**src/rtl/pim_pkg.sv**
```systemverilog
// Shared types and constants for the PIM buffer read streamer.
package pim_pkg;

   typedef enum logic [1:0] {
      StIdle,
      StStream,
      StDrain,
      StDone
   } stream_state_e;

   localparam int unsigned WORD_BYTES = 4;
   localparam int unsigned WORD_SHIFT = $clog2(WORD_BYTES);

   // Byte write-enables are active low on the buffer port; all ones means no write.
   localparam logic [3:0] BUF_NO_WRITE_SIZE = 4'b1111;

   typedef struct packed {
      logic        last;
      logic [31:0] data;
   } stream_entry_t;

endpackage

```
**src/rtl/pim_stream_fifo.sv**
```systemverilog
// Synchronous FIFO of {last, data} entries; head is read straight from the storage registers.
module pim_stream_fifo
   import pim_pkg::*;
#(
   parameter int unsigned DEPTH = 4,
   localparam int unsigned PtrW = (DEPTH > 1) ? $clog2(DEPTH) : 1,
   localparam int unsigned CntW = $clog2(DEPTH + 1)
) (
   input  logic            clk,
   input  logic            rst,
   input  logic            push,
   input  stream_entry_t   push_entry,
   input  logic            pop,
   output stream_entry_t   head,
   output logic [CntW-1:0] count
);

   stream_entry_t   mem_q [DEPTH];
   logic [PtrW-1:0] wr_ptr_q, rd_ptr_q;
   logic [CntW-1:0] count_q;
   logic            do_push, do_pop;

   function automatic logic [PtrW-1:0] ptr_inc(input logic [PtrW-1:0] p);
      return (p == PtrW'(DEPTH - 1)) ? '0 : p + PtrW'(1);
   endfunction

   assign do_pop  = pop && (count_q != '0);
   assign do_push = push && (count_q != CntW'(DEPTH));

   // Entry storage; contents are masked when empty so no reset is needed.
   always_ff @(posedge clk) begin
      if (do_push) begin
         mem_q[wr_ptr_q] <= push_entry;
      end
   end

   // Pointer and occupancy bookkeeping; simultaneous push and pop leave count unchanged.
   always_ff @(posedge clk or posedge rst) begin
      if (rst) begin
         wr_ptr_q <= '0;
         rd_ptr_q <= '0;
         count_q  <= '0;
      end else begin
         if (do_push) wr_ptr_q <= ptr_inc(wr_ptr_q);
         if (do_pop)  rd_ptr_q <= ptr_inc(rd_ptr_q);
         case ({do_push, do_pop})
            2'b10:   count_q <= count_q + CntW'(1);
            2'b01:   count_q <= count_q - CntW'(1);
            default: count_q <= count_q;
         endcase
      end
   end

   assign head  = (count_q != '0) ? mem_q[rd_ptr_q] : '0;
   assign count = count_q;

endmodule

```
**src/rtl/pim_buf_streamer.sv**
```systemverilog
// Read-side sequencer for pim_buffer: walks words from a base address and streams them out.
// Optional stall-cycle counter is built when PIM_STREAMER_PERF_EN is defined.
module pim_buf_streamer
   import pim_pkg::*;
#(
   parameter int unsigned MEM_ADDR_WIDTH = 15,
   parameter int unsigned LEN_WIDTH      = 16,
   parameter int unsigned FIFO_DEPTH     = 4
) (
   input  logic                 i_clk,
   input  logic                 i_rst,
   input  logic                 i_cmd_valid,
   output logic                 o_cmd_ready,
   input  logic [31:0]          i_cmd_base_addr,
   input  logic [LEN_WIDTH-1:0] i_cmd_len,
   output logic [31:0]          o_buf_addr,
   output logic                 o_buf_read,
   output logic                 o_buf_write,
   output logic [3:0]           o_buf_size,
   output logic [31:0]          o_buf_wr_data,
   input  logic [31:0]          i_buf_rd_data,
   output logic                 o_data_valid,
   output logic [31:0]          o_data,
   output logic                 o_data_last,
   input  logic                 i_data_ready,
   output logic                 o_busy,
   output logic                 o_done,
   output logic [31:0]          o_stall_cycles
);

   localparam int unsigned IdxW = MEM_ADDR_WIDTH - WORD_SHIFT;
   localparam int unsigned CntW = $clog2(FIFO_DEPTH + 1);

   stream_state_e        state_q, state_d;
   logic [IdxW-1:0]      idx_q, idx_d;
   logic [LEN_WIDTH-1:0] remaining_q, remaining_d;
   logic                 inflight_q, inflight_last_q, inflight_last_d;
   logic [31:0]          addr_hold_q, issue_addr;
   logic                 issue, cmd_accept, pop;
   stream_entry_t        fifo_head;
   logic [CntW-1:0]      fifo_count;
   logic                 unused_base;

   assign unused_base = ^{i_cmd_base_addr[31:MEM_ADDR_WIDTH], i_cmd_base_addr[WORD_SHIFT-1:0]};

   assign cmd_accept = i_cmd_valid && (state_q == StIdle);
   // Reserve a FIFO slot for every read in flight so the returning word always fits.
   assign issue      = (state_q == StStream) &&
                       ((32'(fifo_count) + 32'(inflight_q)) < FIFO_DEPTH);
   assign issue_addr = 32'({idx_q, {WORD_SHIFT{1'b0}}});
   assign pop        = o_data_valid && i_data_ready;

   // Next-state, address walk and length countdown.
   always_comb begin
      state_d         = state_q;
      idx_d           = idx_q;
      remaining_d     = remaining_q;
      inflight_last_d = issue && (remaining_q == LEN_WIDTH'(1));
      case (state_q)
         StIdle: begin
            if (i_cmd_valid) begin
               idx_d       = i_cmd_base_addr[MEM_ADDR_WIDTH-1:WORD_SHIFT];
               remaining_d = i_cmd_len;
               state_d     = (i_cmd_len == '0) ? StDone : StStream;
            end
         end
         StStream: begin
            if (issue) begin
               idx_d       = idx_q + IdxW'(1);
               remaining_d = remaining_q - LEN_WIDTH'(1);
               if (remaining_q == LEN_WIDTH'(1)) state_d = StDrain;
            end
         end
         // Accepting the beat flagged last means the FIFO empties and nothing is in flight.
         StDrain: begin
            if (pop && fifo_head.last) state_d = StDone;
         end
         StDone:  state_d = StIdle;
         default: state_d = StIdle;
      endcase
   end

   // State, walk registers and the one-cycle SRAM latency tracker.
   always_ff @(posedge i_clk or posedge i_rst) begin
      if (i_rst) begin
         state_q         <= StIdle;
         idx_q           <= '0;
         remaining_q     <= '0;
         inflight_q      <= 1'b0;
         inflight_last_q <= 1'b0;
         addr_hold_q     <= '0;
      end else begin
         state_q         <= state_d;
         idx_q           <= idx_d;
         remaining_q     <= remaining_d;
         inflight_q      <= issue;
         inflight_last_q <= inflight_last_d;
         if (issue) addr_hold_q <= issue_addr;
      end
   end

   pim_stream_fifo #(
      .DEPTH (FIFO_DEPTH)
   ) u_fifo (
      .clk        (i_clk),
      .rst        (i_rst),
      .push       (inflight_q),
      .push_entry ('{last: inflight_last_q, data: i_buf_rd_data}),
      .pop        (pop),
      .head       (fifo_head),
      .count      (fifo_count)
   );

`ifdef PIM_STREAMER_PERF_EN
   logic [31:0] stall_q;

   // Saturating count of cycles where a beat waits on backpressure.
   always_ff @(posedge i_clk or posedge i_rst) begin
      if (i_rst) begin
         stall_q <= '0;
      end else if (cmd_accept) begin
         stall_q <= '0;
      end else if (o_data_valid && !i_data_ready && (stall_q != '1)) begin
         stall_q <= stall_q + 32'd1;
      end
   end

   assign o_stall_cycles = stall_q;
`else
   assign o_stall_cycles = '0;
`endif

   assign o_buf_addr    = issue ? issue_addr : addr_hold_q;
   assign o_buf_read    = 1'b1;
   assign o_buf_write   = 1'b0;
   assign o_buf_size    = BUF_NO_WRITE_SIZE;
   assign o_buf_wr_data = '0;
   assign o_cmd_ready   = (state_q == StIdle);
   assign o_busy        = (state_q != StIdle);
   assign o_done        = (state_q == StDone);
   assign o_data_valid  = (fifo_count != '0);
   assign o_data        = fifo_head.data;
   assign o_data_last   = fifo_head.last;

endmodule

```
**config.mk**
```make
export PLATFORM = sky130hd
export DESIGN_NAME = pim_buf_streamer
export DESIGN_NICKNAME = d
export VERILOG_FILES = /design/src/rtl/pim_pkg.sv /design/src/rtl/pim_stream_fifo.sv /design/src/rtl/pim_buf_streamer.sv
export SDC_FILE = /design/constraint.sdc
export NUM_CORES = 1
export LEC_CHECK = 0
export CAP_MARGIN = 30
export CELL_PAD_IN_SITES_DETAIL_PLACEMENT = 0
export CELL_PAD_IN_SITES_GLOBAL_PLACEMENT = 1
export CORE_MARGIN = 4
export CORE_UTILIZATION = 40
export CTS_CLUSTER_DIAMETER = 40
export CTS_CLUSTER_SIZE = 20
export DETAILED_ROUTE_END_ITERATION = 6
export GPL_ROUTABILITY_DRIVEN = 0
export GPL_TIMING_DRIVEN = 0
export PLACE_DENSITY_LB_ADDON = 0.1
export SLEW_MARGIN = 20
export SYNTH_ARGS = -nofsm -noshare
export SYNTH_HDL_FRONTEND = slang
export SYNTH_SLANG_ARGS = --single-unit
```
**constraint.sdc**
```tcl
create_clock -name i_clk -period 3 [get_ports i_clk]
set_input_delay 0.45 -clock i_clk [delete_from_list [all_inputs] [get_ports i_clk]]
set_output_delay 0.45 -clock i_clk [all_outputs]
set_load 0.01 [all_outputs]
```
## Word-level counts from Yosys, hierarchy flattened

Memory sizes are Yosys's and may differ from the RTL's.
Index checks and enable logic that the tools add are counted.

| storage, ports and cells | value |
|---|---|
| register bits | 72 |
| memory bits (writable) | 132 |
| input port bits | 84 |
| output and inout bits | 139 |
| word-level logic and storage cells | 64 |
| memories | 1 |

Memory list:

| memory | words | bits a word | read ports | clocked after memory_dff | write ports | RTL line | text |
|---|---|---|---|---|---|---|---|
| u_fifo.mem_q | 4 | 33 | 1 | 0 | 1 | pim_stream_fifo.sv:18 | `stream_entry_t mem_q [DEPTH];` |

| cells by class | value |
|---|---|
| $add $sub $neg | 7 |
| $lt $le $gt $ge | 1 |
| equal/unequal tests | 13 |
| mux-type cells | 19 |
| reduce and logical (&&, ||, !) cells | 14 |

Operators with widths:

| operator | count |
|---|---|
| 33-bit 2-to-1 mux | 1 |
| 16-bit 2-to-1 mux | 2 |
| 32-bit 2-to-1 mux | 1 |
| 16-bit case mux with 2 select lines | 1 |
| 13-bit 2-to-1 mux | 2 |
| 13-bit case mux with 2 select lines | 1 |
| 16-bit by 1-bit equality test with 1-bit output (second input constant) | 1 |
| 16-bit logical NOT | 1 |
| 16-bit by 1-bit subtractor with 16-bit output (second input constant) | 1 |
| 2-bit 2-to-1 mux | 7 |
| 13-bit by 1-bit adder with 13-bit output (second input constant) | 1 |
| 2-bit equality test (second input constant) | 5 |
| 2-bit case mux with 4 select lines | 1 |
| 1-bit logical AND | 6 |
| 2-bit inequality test (second input constant) | 3 |
| 3-bit case mux with 2 select lines | 1 |
| 2-bit nonzero test | 3 |
| 2-bit by 1-bit adder with 2-bit output (second input constant) | 2 |
| 3-bit by 1-bit adder with 4-bit output | 1 |
| 2-bit by 1-bit equality test with 1-bit output (second input constant) | 2 |
| 4-bit by 3-bit < comparator with 1-bit output (second input constant) | 1 |
| 4-bit AND reduction | 1 |
| 3-bit by 1-bit adder with 3-bit output (second input constant) | 1 |
| 3-bit inequality test (second input constant) | 1 |
| other kinds (6) | 7 |

## Logic depth before layout (Yosys ltp)

| depth | value |
|---|---|
| depth in word-level cells | 5 |
| mapped depth | 10 |
| gate-level depth less buffers | 9 |

## Hierarchy

A second synthesis with hierarchy kept.

| second synthesis, totals | value |
|---|---|
| cell total of the unflattened synthesis | 659 |
| area total of the unflattened synthesis | 9372.7 um2 |

By module, submodules not included:

| module | instances | cells each | area an instance (um2) | sequential area each (um2) |
|---|---|---|---|---|
| pim_stream_fifo | 1 | 249 | 5430.2 | 4139.0 |
| pim_buf_streamer | 1 | 410 | 3942.5 | 1626.6 |

## Worst setup path after synthesis

Ideal clock, no wire load.

| path | value |
|---|---|
| path kind | reg-to-reg |
| from | reg u_fifo.count_q[0], in the netlist u_fifo.count[0] |
| to | mem u_fifo.mem_q[3][0] (netlist name), enable pin |
| library setup time | 0.393 ns |
| arrival time | 1.697 ns |
| required time | 2.607 ns |
| setup slack | 0.910 ns |
| stages on the path, launching flop included | 4 |
| buffers on the path | 0 |
| clock period less this slack | 2.090 ns |
| cell sequence | dfrtp_1 -> inv_1 -> a31oi_1 -> and2_1 |

| on the way | value |
|---|---|
| longest elaborated chain between the ends | 4 |

Ends and longest elaborated chain:

| item | RTL line | text |
|---|---|---|
| start: declaration | pim_stream_fifo.sv:20 | `logic [CntW-1:0] count_q;` |
| start signal: assignment | pim_stream_fifo.sv:47 | `2'b10: count_q <= count_q + CntW'(1);` |
| start signal: assignment | pim_stream_fifo.sv:48 | `2'b01: count_q <= count_q - CntW'(1);` |
| start signal: assignment | pim_stream_fifo.sv:49 | `default: count_q <= count_q;` |
| 3-bit inequality test | pim_stream_fifo.sv:28 | `assign do_push = push && (count_q != CntW'(DEPTH));` |
| 1-bit logical AND | pim_stream_fifo.sv:28 |  |
| 1-bit 2-to-1 mux | pim_stream_fifo.sv:32 | `if (do_push) begin` |
| 1-bit 2-to-1 mux (implied by the code) | pim_stream_fifo.sv:33 | `mem_q[wr_ptr_q] <= push_entry;` |
| end: declaration | pim_stream_fifo.sv:18 |  |

Every way passes these cells.

## Final worst setup path

| path | value |
|---|---|
| from | reg u_fifo.count_q[0], in the netlist u_fifo.count[0] |
| to | out o_buf_addr[13] |

| on the way | value |
|---|---|
| longest elaborated chain between the ends | 4 |

Ends and longest elaborated chain:

| item | RTL line | text |
|---|---|---|
| 3-bit by 1-bit adder with 4-bit output | pim_buf_streamer.sv:49 | `((32'(fifo_count) + 32'(inflight_q)) < FIFO_DEPTH);` |
| 4-bit by 3-bit < comparator with 1-bit output | pim_buf_streamer.sv:49 |  |
| 1-bit logical AND | pim_buf_streamer.sv:48 | `assign issue = (state_q == StStream) &&` |
| via issue | pim_buf_streamer.sv:39 | `logic issue, cmd_accept, pop;` |
| 32-bit 2-to-1 mux | - |  |
| end: declaration | pim_buf_streamer.sv:16 | `output logic [31:0] o_buf_addr,` |

The timed path passes the listed nets, and every way through them passes these cells.

==> results.md <==
- Antenna cells: 0
- Critical path capture point type: output pin
- CP top delay family: buffers and inverters
- Layout cell share with drive strength beyond 1: 23.4%
- Placed Cells: 1,151
- Via-to-Cell Ratio: 4.92
- Starting density of the core: 40.7%
- Fin nets: 996
- Arrival time worst endpoint: 2.49 ns
- Number of max-cap violations: 0
- H-tree Lvls: 1
- DRC Markers: 0
- Crit-path cells: a31oi_4 -> nand2_2 -> clkinv_4 -> buf_6 -> mux2_2 -> clkdlybuf4s50_1
- Max Clk Rate: 341 MHz
- Clk slew on worst S/H paths: 0.05 ns
- Die width: 160 µm
- HPWL after DPL: 14.9 mm
- Ys async rst share: 35.3%
- Die Ht: 160 µm
- Detail Route Antenna Nets: 0
- DR WL/cell: 17.5 µm
- Yosys reg bits: 204
- Die area: 0.0256 mm²
- Row cnt: 55
- Gr usage total: 16.1%
- Io pins: 223
- First-iteration detailed-routing DRC count: 328
- Layout Area Growth over Synthesis: 35.8%
- Clock Root Buffer: clkbuf_16
- YS warnings: 0
- Pwr Total: 0.0127 W
- Vias in the first global route: 6,243
- Core area: 0.0227 mm²
- Max-slew violations: 0
- Design area: 0.0125 mm²
- Area contributors post-synth: edfxtp_1 43%, dfrtp_1 20%, mux4_2 8.0%
- Post-synth top area cell: edfxtp_1
- Endpoints failing setup: 0
- Synth Flop Type: edfxtp_1
- CTS tree: yes
- Post-DP Area: 0.0113 mm²
- Hold_buf cts: 0
- Post-Synthesis Mean Instance Area: 14.0 µm²
- Final-report hold violation count: 0
- GRT overflow: 0
- RSZ-0062 raised after global routing: yes
- Global-route wire length before repair: 33.4 mm
- IO Port Bufs: 132
- Worst-margin pin slew: 0.675 ns
- Max FO, Critical Path: 10
- Lkg Pwr: 4.94 nW
- Crit path buffers/inverters: 3
- Startpoint Class: register
- Total wire length: 21.2 mm
- VDD IR max: 0.462 mV
- CP max-delay cell: clkdlybuf4s50_1
- Worst Hold Class: in2async
- Power Density: 1020 mW/mm²
- Status: finished clean
- Largest stage delay, worst path: 0.48 ns
- WP data required: 2.55 ns
- Final Non-Filler Cells: 1,208
- Netlist Area Pre-Place: 0.00924 mm²
- Sequential-to-total area share from yosys stat: 62.4%
- Mapped Cells: 661
- EDFF count, synth: 132
- Crit share post-route: 97.8%
- Worst-skew pair later-pin latency: 0.54 ns
- TritonCTS sink count: 204
- Top cell type's share of synthesized area: 42.9%
- Crit Path Class: reg2out
- Number of fill cells in the layout: 1,945
- Via count: 5,945
- CTS Buf Count: 31
- Largest net degree at the start of global routing: 38
- Slew margin rel.: 54.5%
- Fin crit period: 2.94 ns
- Post-synth cell types: 57
- Longest Clk Path Bufs: 3
- Fin util: 55.2%
- Pre-antenna DRT Iters: 4
- Worst clock skew: 0.00829 ns
- Antenna violations before repair: 0
==> repair_timing <==
| item | CTS | global route |
|---|---|---|
| setup endpoints to repair | 61 | 46 |
| setup buffers | 1 | 0 |
| resized for setup | 30 | 13 |
| cloned | 0 | 0 |
| pin swaps | 1 | 0 |
==> synthesized netlist by cell type (7+ instances only) <==
cell        n
a31oi_1     8
edfxtp_1  132
nor2_1     24
mux4_2     33
inv_1      20
nand2_1    31
nand3_1    13
o21ai_0    26
nor4_1      9
buf_4      71
dfrtp_1    72
mux2_2     15
a21oi_1    25
nor3_1      7
ha_1       13
and2_1     57
clkbuf_1   19
buf_2       8
==> layout make-up <==
cell class	count	area, µm²	area share (%)
Clock inverter	22	305	2.43
Inverter	21	86.3	0.688
Clock buffer	36	815	6.49
Sequential cell	204	5770	46.0
Tap cell	285	357	2.84
Timing Repair Buffer	138	1470	11.8
Buffer	98	706	5.63
Multi-Input combinational cell	404	3030	24.2
==> flip-flops by register name, indices dropped and copies added, names as in the netlist <==
name             count
remaining_q         16
u_fifo.rd_ptr_q      2
addr_hold_q         32
idx_q               13
u_fifo.count         3
inflight_q           1
u_fifo.wr_ptr_q      2
inflight_last_q      1
u_fifo.mem_q       132
state_q              2
==> report_power, final <==
part	switching [W]	total (W)	internal [W]	leakage, nW
clock network	0.00128	0.00377	0.00248	0.536
registers	0.000453	0.00406	0.00361	2.09
logic	0.00243	0.00492	0.00248	2.32
total	0.00417	0.0127	0.00857	4.94
==> cell families after synthesis <==
kind of cell / count (synthesis) / synth area share [%]
DFF: 204 / 62.4
adders and majority gates: 14 / 1.98
and+or+nand+nor: 162 / 9.73
xor gates and xnor gates: 3 / 0.285
muxes: 54 / 10.5
other: 2 / 0.0813
AOI/OAI and AO/OA: 101 / 7.06
buffers and inverters: 121 / 7.91
==> worst paths after layout <==
kind	slack, ns	end	startpoint	cells after the start
setup / recovery	0.06	o_buf_addr[13]	u_fifo.count[0]	6
hold / removal	0.30	addr_hold_q[17]	i_rst	2
setup reg to reg	0.41	remaining_q[0]	state_q[0]	9
hold reg to reg	0.48	addr_hold_q[15]	addr_hold_q[15]	1
max in group asynchronous	2.10	u_fifo.count[0]	i_rst	3
min in group i_clk	0.43	remaining_q[15]	i_cmd_valid	4
==> metrics by stage <==
stage               hold slack (ns)  worst slack, ns  TNS, ns
floorplan                     0.455            0.725        0
global placement              0.469           -0.614   -43.81
detailed placement            0.469           0.0789        0
CTS                           0.300         0.000198        0
global route                  0.338          -0.0258   -0.203
finish                        0.301           0.0646        0
==> cells in the final DEF, fill, tap and decap left out, drive strengths merged, types with 7 or more instances in the layout <==
master,count
edfxtp,132
clkdlybuf4s50,126
buf,87
dfrtp,72
conb,70
and2,57
clkbuf,53
mux4,33
nand2,31
o21ai,27
a21oi,27
inv,26
nor2,24
mux2,15
nand3,13
ha,13
nor4,10
nor3,8
a31oi,8
clkinv,7
==> layer usage <==
| layer | GRT usage (%) | share of wire (%) | up-vias |
|---|---|---|---|
| met2 | 28.0 | 50 | 195 |
| li1 | - | - | 2798 |
| met4 | 3.64 | 1.6 | 0 |
| met3 | 3.12 | 6.0 | 32 |
| met1 | 21.1 | 42 | 2920 |
| met5 | 0 | 0 | - |
No activity file was read; power rests on OpenSTA's default activity.
